===== config.mk =====
export PLATFORM = sky130hd
export DESIGN_NAME = vppm_transmitter
export DESIGN_NICKNAME = d
export VERILOG_FILES = /design/src/rtl/vppm_pkg.sv /design/src/rtl/vppm_symbol_shaper.sv /design/src/rtl/vppm_transmitter.sv
export SDC_FILE = /design/constraint.sdc
export NUM_CORES = 1
export LEC_CHECK = 0
export ABC_AREA = 1
export CAP_MARGIN = 20
export CORE_UTILIZATION = 55
export DETAILED_ROUTE_END_ITERATION = 10
export PLACE_DENSITY = 0.75
export SYNTH_ARGS = -nofsm -noshare
export SYNTH_HDL_FRONTEND = slang
export SYNTH_SLANG_ARGS = --single-unit

===== constraint.sdc =====
create_clock -name clk -period 4.4 [get_ports clk]
set_clock_uncertainty 0.1 [all_clocks]
set_input_delay 0.44 -clock clk [delete_from_list [all_inputs] [get_ports clk]]
set_output_delay 0.44 -clock clk [all_outputs]
set_load 0.05 [all_outputs]

===== src/rtl/vppm_pkg.sv =====
// Shared VPPM definitions for the transmit and receive paths: link state
// encoding, clock rate, framing defaults and the pulse-width calculation.
package vppm_pkg;

    localparam int unsigned CLK_FREQ          = 200_000_000;
    localparam int unsigned BIT_PERIOD_DEF    = 200;
    localparam int unsigned PREAMBLE_BITS_DEF = 4;
    localparam int unsigned DATA_WIDTH_DEF    = 8;
    localparam int unsigned DUTY_W            = 8;

    typedef enum logic [1:0] {
        ST_IDLE     = 2'd0,
        ST_PREAMBLE = 2'd1,
        ST_DATA     = 2'd2
    } vppm_state_e;

    // High time per symbol from an 8-bit duty; never 0 and never a full symbol
    function automatic int unsigned vppm_pulse_width(input int unsigned bit_period,
                                                     input logic [DUTY_W-1:0] duty);
        int unsigned w;
        w = (bit_period * 32'(duty)) >> DUTY_W;
        if (w == 0) begin
            w = 1;
        end else if (w >= bit_period) begin
            w = bit_period - 1;
        end
        return w;
    endfunction

endpackage


===== src/rtl/vppm_symbol_shaper.sv =====
// Combinational line level for one VPPM symbol: '0' pulses at the start of
// the symbol, '1' pulses at the end, both lasting the latched width.
module vppm_symbol_shaper
    import vppm_pkg::*;
#(
    parameter int unsigned BIT_PERIOD = BIT_PERIOD_DEF,
    parameter int unsigned CNT_W      = $clog2(BIT_PERIOD)
) (
    input  logic [CNT_W-1:0] cnt,
    input  logic [CNT_W-1:0] width,
    input  logic             sym_bit,
    input  logic             active,
    output logic             high_c
);

    localparam int unsigned CNT_XW = CNT_W + 1;

    logic [CNT_XW-1:0] late_start;

    always_comb begin
        late_start = CNT_XW'(BIT_PERIOD) - CNT_XW'(width);
        high_c     = 1'b0;
        if (active) begin
            high_c = sym_bit ? (CNT_XW'(cnt) >= late_start) : (cnt < width);
        end
    end

endmodule


===== src/rtl/vppm_transmitter.sv =====
// VPPM transmitter: one-word holding register, preamble of '0' symbols, then
// MSB-first data symbols, back-to-back while words keep arriving.
module vppm_transmitter
    import vppm_pkg::*;
#(
    parameter int unsigned BIT_PERIOD    = BIT_PERIOD_DEF,
    parameter int unsigned PREAMBLE_BITS = PREAMBLE_BITS_DEF,
    parameter int unsigned DATA_WIDTH    = DATA_WIDTH_DEF
) (
    input  logic                  clk,
    input  logic                  reset,
    input  logic [DATA_WIDTH-1:0] txData,
    input  logic                  txValid,
    output logic                  txReady,
    input  logic [DUTY_W-1:0]     duty,
    output logic                  signalOut,
    output logic                  busy
);

    localparam int unsigned CNT_W    = $clog2(BIT_PERIOD);
    localparam int unsigned MAX_BITS = (PREAMBLE_BITS > DATA_WIDTH) ? PREAMBLE_BITS : DATA_WIDTH;
    localparam int unsigned BIT_W    = $clog2(MAX_BITS + 1);

    vppm_state_e           state_q, state_d;
    logic [CNT_W-1:0]      cnt_q, cnt_d;
    logic [BIT_W-1:0]      bit_cnt_q, bit_cnt_d;
    logic [CNT_W-1:0]      width_q, width_d;
    logic [DATA_WIDTH-1:0] shift_q, shift_d;
    logic [DATA_WIDTH-1:0] hold_data_q, hold_data_d;
    logic                  hold_full_q, hold_full_d;
    logic                  signal_q, signal_d;
    logic                  busy_q, busy_d;
    logic                  ready_q, ready_d;

    logic                  load;
    logic                  accept;
    logic                  symbol_end;
    logic                  sym_bit;
    logic                  line_high_c;

    // Framing FSM: symbol counter, bit counter, width latch and shift register
    always_comb begin
        state_d    = state_q;
        cnt_d      = cnt_q;
        bit_cnt_d  = bit_cnt_q;
        width_d    = width_q;
        shift_d    = shift_q;
        load       = 1'b0;
        symbol_end = (cnt_q == CNT_W'(BIT_PERIOD - 1));

        case (state_q)
            ST_IDLE: begin
                cnt_d = '0;
                if (hold_full_q) begin
                    state_d   = ST_PREAMBLE;
                    width_d   = CNT_W'(vppm_pulse_width(BIT_PERIOD, duty));
                    bit_cnt_d = '0;
                end
            end
            ST_PREAMBLE: begin
                cnt_d = symbol_end ? '0 : cnt_q + CNT_W'(1);
                if (symbol_end) begin
                    if (bit_cnt_q == BIT_W'(PREAMBLE_BITS - 1)) begin
                        load      = 1'b1;
                        shift_d   = hold_data_q;
                        bit_cnt_d = '0;
                        state_d   = ST_DATA;
                    end else begin
                        bit_cnt_d = bit_cnt_q + BIT_W'(1);
                    end
                end
            end
            ST_DATA: begin
                cnt_d = symbol_end ? '0 : cnt_q + CNT_W'(1);
                if (symbol_end) begin
                    if (bit_cnt_q == BIT_W'(DATA_WIDTH - 1)) begin
                        bit_cnt_d = '0;
                        if (hold_full_q) begin
                            load    = 1'b1;
                            shift_d = hold_data_q;
                        end else begin
                            state_d = ST_IDLE;
                        end
                    end else begin
                        shift_d   = shift_q << 1;
                        bit_cnt_d = bit_cnt_q + BIT_W'(1);
                    end
                end
            end
            default: begin
                state_d = ST_IDLE;
                cnt_d   = '0;
            end
        endcase
    end

    // Holding register; a same-cycle accept wins over the load clearing it
    always_comb begin
        accept      = txValid && !hold_full_q;
        hold_full_d = hold_full_q;
        hold_data_d = hold_data_q;
        if (accept) begin
            hold_full_d = 1'b1;
            hold_data_d = txData;
        end else if (load) begin
            hold_full_d = 1'b0;
        end
        ready_d = !hold_full_d;
        busy_d  = (state_d != ST_IDLE);
    end

    assign sym_bit = (state_q == ST_DATA) ? shift_q[DATA_WIDTH-1] : 1'b0;

    vppm_symbol_shaper #(
        .BIT_PERIOD (BIT_PERIOD),
        .CNT_W      (CNT_W)
    ) u_shaper (
        .cnt     (cnt_q),
        .width   (width_q),
        .sym_bit (sym_bit),
        .active  (state_q != ST_IDLE),
        .high_c  (line_high_c)
    );

    assign signal_d = line_high_c;

    always_ff @(posedge clk or posedge reset) begin
        if (reset) begin
            state_q     <= ST_IDLE;
            cnt_q       <= '0;
            bit_cnt_q   <= '0;
            width_q     <= '0;
            shift_q     <= '0;
            hold_data_q <= '0;
            hold_full_q <= 1'b0;
            signal_q    <= 1'b0;
            busy_q      <= 1'b0;
            ready_q     <= 1'b1;
        end else begin
            state_q     <= state_d;
            cnt_q       <= cnt_d;
            bit_cnt_q   <= bit_cnt_d;
            width_q     <= width_d;
            shift_q     <= shift_d;
            hold_data_q <= hold_data_d;
            hold_full_q <= hold_full_d;
            signal_q    <= signal_d;
            busy_q      <= busy_d;
            ready_q     <= ready_d;
        end
    end

    assign signalOut = signal_q;
    assign busy      = busy_q;
    assign txReady   = ready_q;

endmodule


==> impl_results.md <==
- Post-Route Setup TNS: 0 ns
- # diodes: 0
- Top cell type's share of synthesized area: between 30% and 40%
- Largest net degree at the start of global routing: 43
- Critical path startpoint category: input port
- Number of hold buffers added after CTS: 0
- DIE HEIGHT: 79.0 um
- Synth area leaders: dfrtp_1 31%, ha_1 19%, nand2_1 14%
- Final non-filler cell total: 524
- Post-CTS Setup Bufs: 0
- First-pass GRT wire length: ~11,000 um
- FMAX: 0.299 GHz
- Worst Path Arrival: 3.43 ns
- Synth Flop Type: dfrtp_1
- Worst Max-Slew Pin Slew: 0.873 ns
- Max clock buf depth: 2
- Number of distinct library cells after synthesis: 32
- Layout fillers: ~540
- Setup ws final: 1.05 ns
- Total wire length: 6090 um
- Asr flop ratio synth: 100%
- Slew headroom: 41.6%
- Syn Area/Cell: 7.68 um^2
- Seq/Total Area, Yosys: approximately a third
- Initial core utilization: around three fifths
- Pre-CTS setup slack: 0.723 ns
- Hold Crit Start: width_q[1]$_DFFE_PP0P_
- Crit Path Max Fanout: 6
- Vias per cell: 5.06
- Worst R2R Start: state_q[0]$_DFF_PP0_
- Placeable Area: 5610 um^2
- Vias in the first global route: 2,558
- Hold Path Class: flip-flop to flip-flop
- Placed cells: 516
- Antenna-violating nets left: 0
- Area leader, netlist: dfrtp_1
- RSZ-0062 raised after global routing: false
- Drt first pass iters: 4
- Hold WS: 0.386 ns
- Via Count: between 2,000 and 3,000
- CTS tree: yes
- DRC viols: 0
- Post-CTS sizing: 0
- Design Area, Final: about 3600 um^2
- Die area: ~6200 um^2
- Outcome: finished, final reports clean
- Root buf cell: clkbuf_8
- P&R area growth vs syn: 11.9%
- Yosys reg bits: 42
- CP Launch Point: duty[4]
- Rows: 27
- Final setup fails: 0
- GRT Total Usage: 22.2%
- Worst-skew pair later-pin latency: around 0.3 ns
- Clk slew on worst S/H paths: 0.08 ns
- Crit end category: flip-flop
- Commonest non-fill, non-tap cell in the layout: nand2_1
- Total CTS buffers: 5
- H-tree levels: 2
- RePlAce Congestion: 0.839
- Post-DP Area: 3550 um^2
- Warnings from Yosys: 0
- Grt total ovfl: 0
- # IOs: 22
- Pins Over Slew Limit: 0
- Initial antenna violation count: 0
- Final period util: 76.1%
- Minimum clock period: 3.35 ns
- Pleak: 2.00 nW
- Number of enable flip-flop cells after synthesis: 0
- Mapped Nets: 495
- Required time worst endpoint: 4.48 ns
- Share of post-route cells with drive strength above 1: 5.09%
- Max Cap Viol: 0
- PortBufs: 21
- Crit path kind: input port to flip-flop
- Pwr Density: 339 nW/um^2
- Die X: 79.0 um
- Most frequent cells in the layout: 120 x nand2_1, 78 x inv_1, 49 x ha_1
- Avg WL per Cell: 11.6 um
- Post-Synthesis Cells: 424
- Peak supply drop: 0.223 mV
- Final hold violations: 0
- Mapped cell area: 3260 um^2
- Nets: 522
- CTS Sinks: 42
- Starting DRT DRC Count: approximately 160
- Final HPWL DP: 4900 um
==> worst max-delay path, cell delays in order <==
cell and delay, ns:
clkdlybuf4s50_1 0.53, ha_1 0.26, ha_1 0.27, inv_1 0.05, fa_1 0.49, inv_1 0.04
ha_1 0.35, nand2_1 0.09, nand2_1 0.06, inv_1 0.07, nand2_1 0.06, nand2_1 0.07
nand2_1 0.05, nand2_1 0.05, nand2_1 0.08, nor2_1 0.11, nand2_1 0.14, nand3b_1 0.12
o21ai_0 0.08
==> final timing paths <==
path	endpoint	slack, ns	cells past startpoint
max in group asynchronous	cnt_q[3]$_DFF_PP0_	3.35	3
max	width_q[5]$_DFFE_PP0P_	1.05	19
min reg2reg	width_q[1]$_DFFE_PP0P_	0.39	2
min	width_q[1]$_DFFE_PP0P_	0.39	2
max reg2reg	bit_cnt_q[0]$_DFFE_PP0P_	2.00	10
min in group asynchronous	hold_data_q[0]$_DFFE_PP0P_	0.46	3
==> report_power, final <==
part           switching, mW  internal (mW)  leakage (nW)  total, mW
sequential            0.0262          0.419         0.537      0.446
combinational          0.306          0.216          1.42      0.521
clock                  0.151          0.118        0.0495      0.269
total                  0.483          0.753          2.00       1.24
==> Yosys cell counts, types with 5 or more instances <==
library cell	n
inv_1	78
nor2_2	5
nand3_1	18
xor2_1	9
nand3b_1	6
nand2_1	120
ha_1	49
o211ai_1	7
o21ai_0	23
a21oi_1	15
nor2_1	24
dfrtp_1	41
==> sequential cells by signal, summed over array words and instances (netlist names) <==
register / flops
hold_full_q: 1
busy: 1
signalOut: 1
cnt_q: 8
state_q: 2
shift_q: 8
hold_data_q: 8
txReady: 1
width_q: 8
bit_cnt_q: 4
==> logic make-up after synthesis <==
kind of cell	share of synthesized area, %
AND/OR/NAND/NOR	25.2
adder cells (fa/ha/maj)	20.7
AO/OA/AOI/OAI	9.29
buffers and inverters	9.56
flip-flops	32.3
XOR/XNOR	2.96
==> per-layer routing <==
layer  global-route usage (%)  vias up  wire length [um]
met5                        0        -                 0
met4                     8.00        0                70
met3                     3.45        4               161
met2                     37.8       42              2960
met1                     28.3     1199              2900
li1                         -     1406                 -
==> stage by stage <==
step	util, %	total power, mW
finish	65.0	1.24
global route	65.0	1.35
CTS	65.0	1.25
detailed placement	63.3	0.979
global placement	63.3	0.957
floorplan	-	0.852
==> layout make-up <==
| class | count | area (um^2) | share of cell area [%] |
|---|---|---|---|
| Tap cell | 72 | 90.1 | 2.47 |
| Multi-Input combinational cell | 301 | 1890 | 52.0 |
| Timing Repair Buffer | 22 | 218 | 5.97 |
| Clock inverter | 3 | 26.3 | 0.721 |
| Clock buffer | 5 | 68.8 | 1.89 |
| Sequential cell | 42 | 1050 | 28.9 |
| Inverter | 79 | 297 | 8.13 |
(Power assumes the default switching activity.)
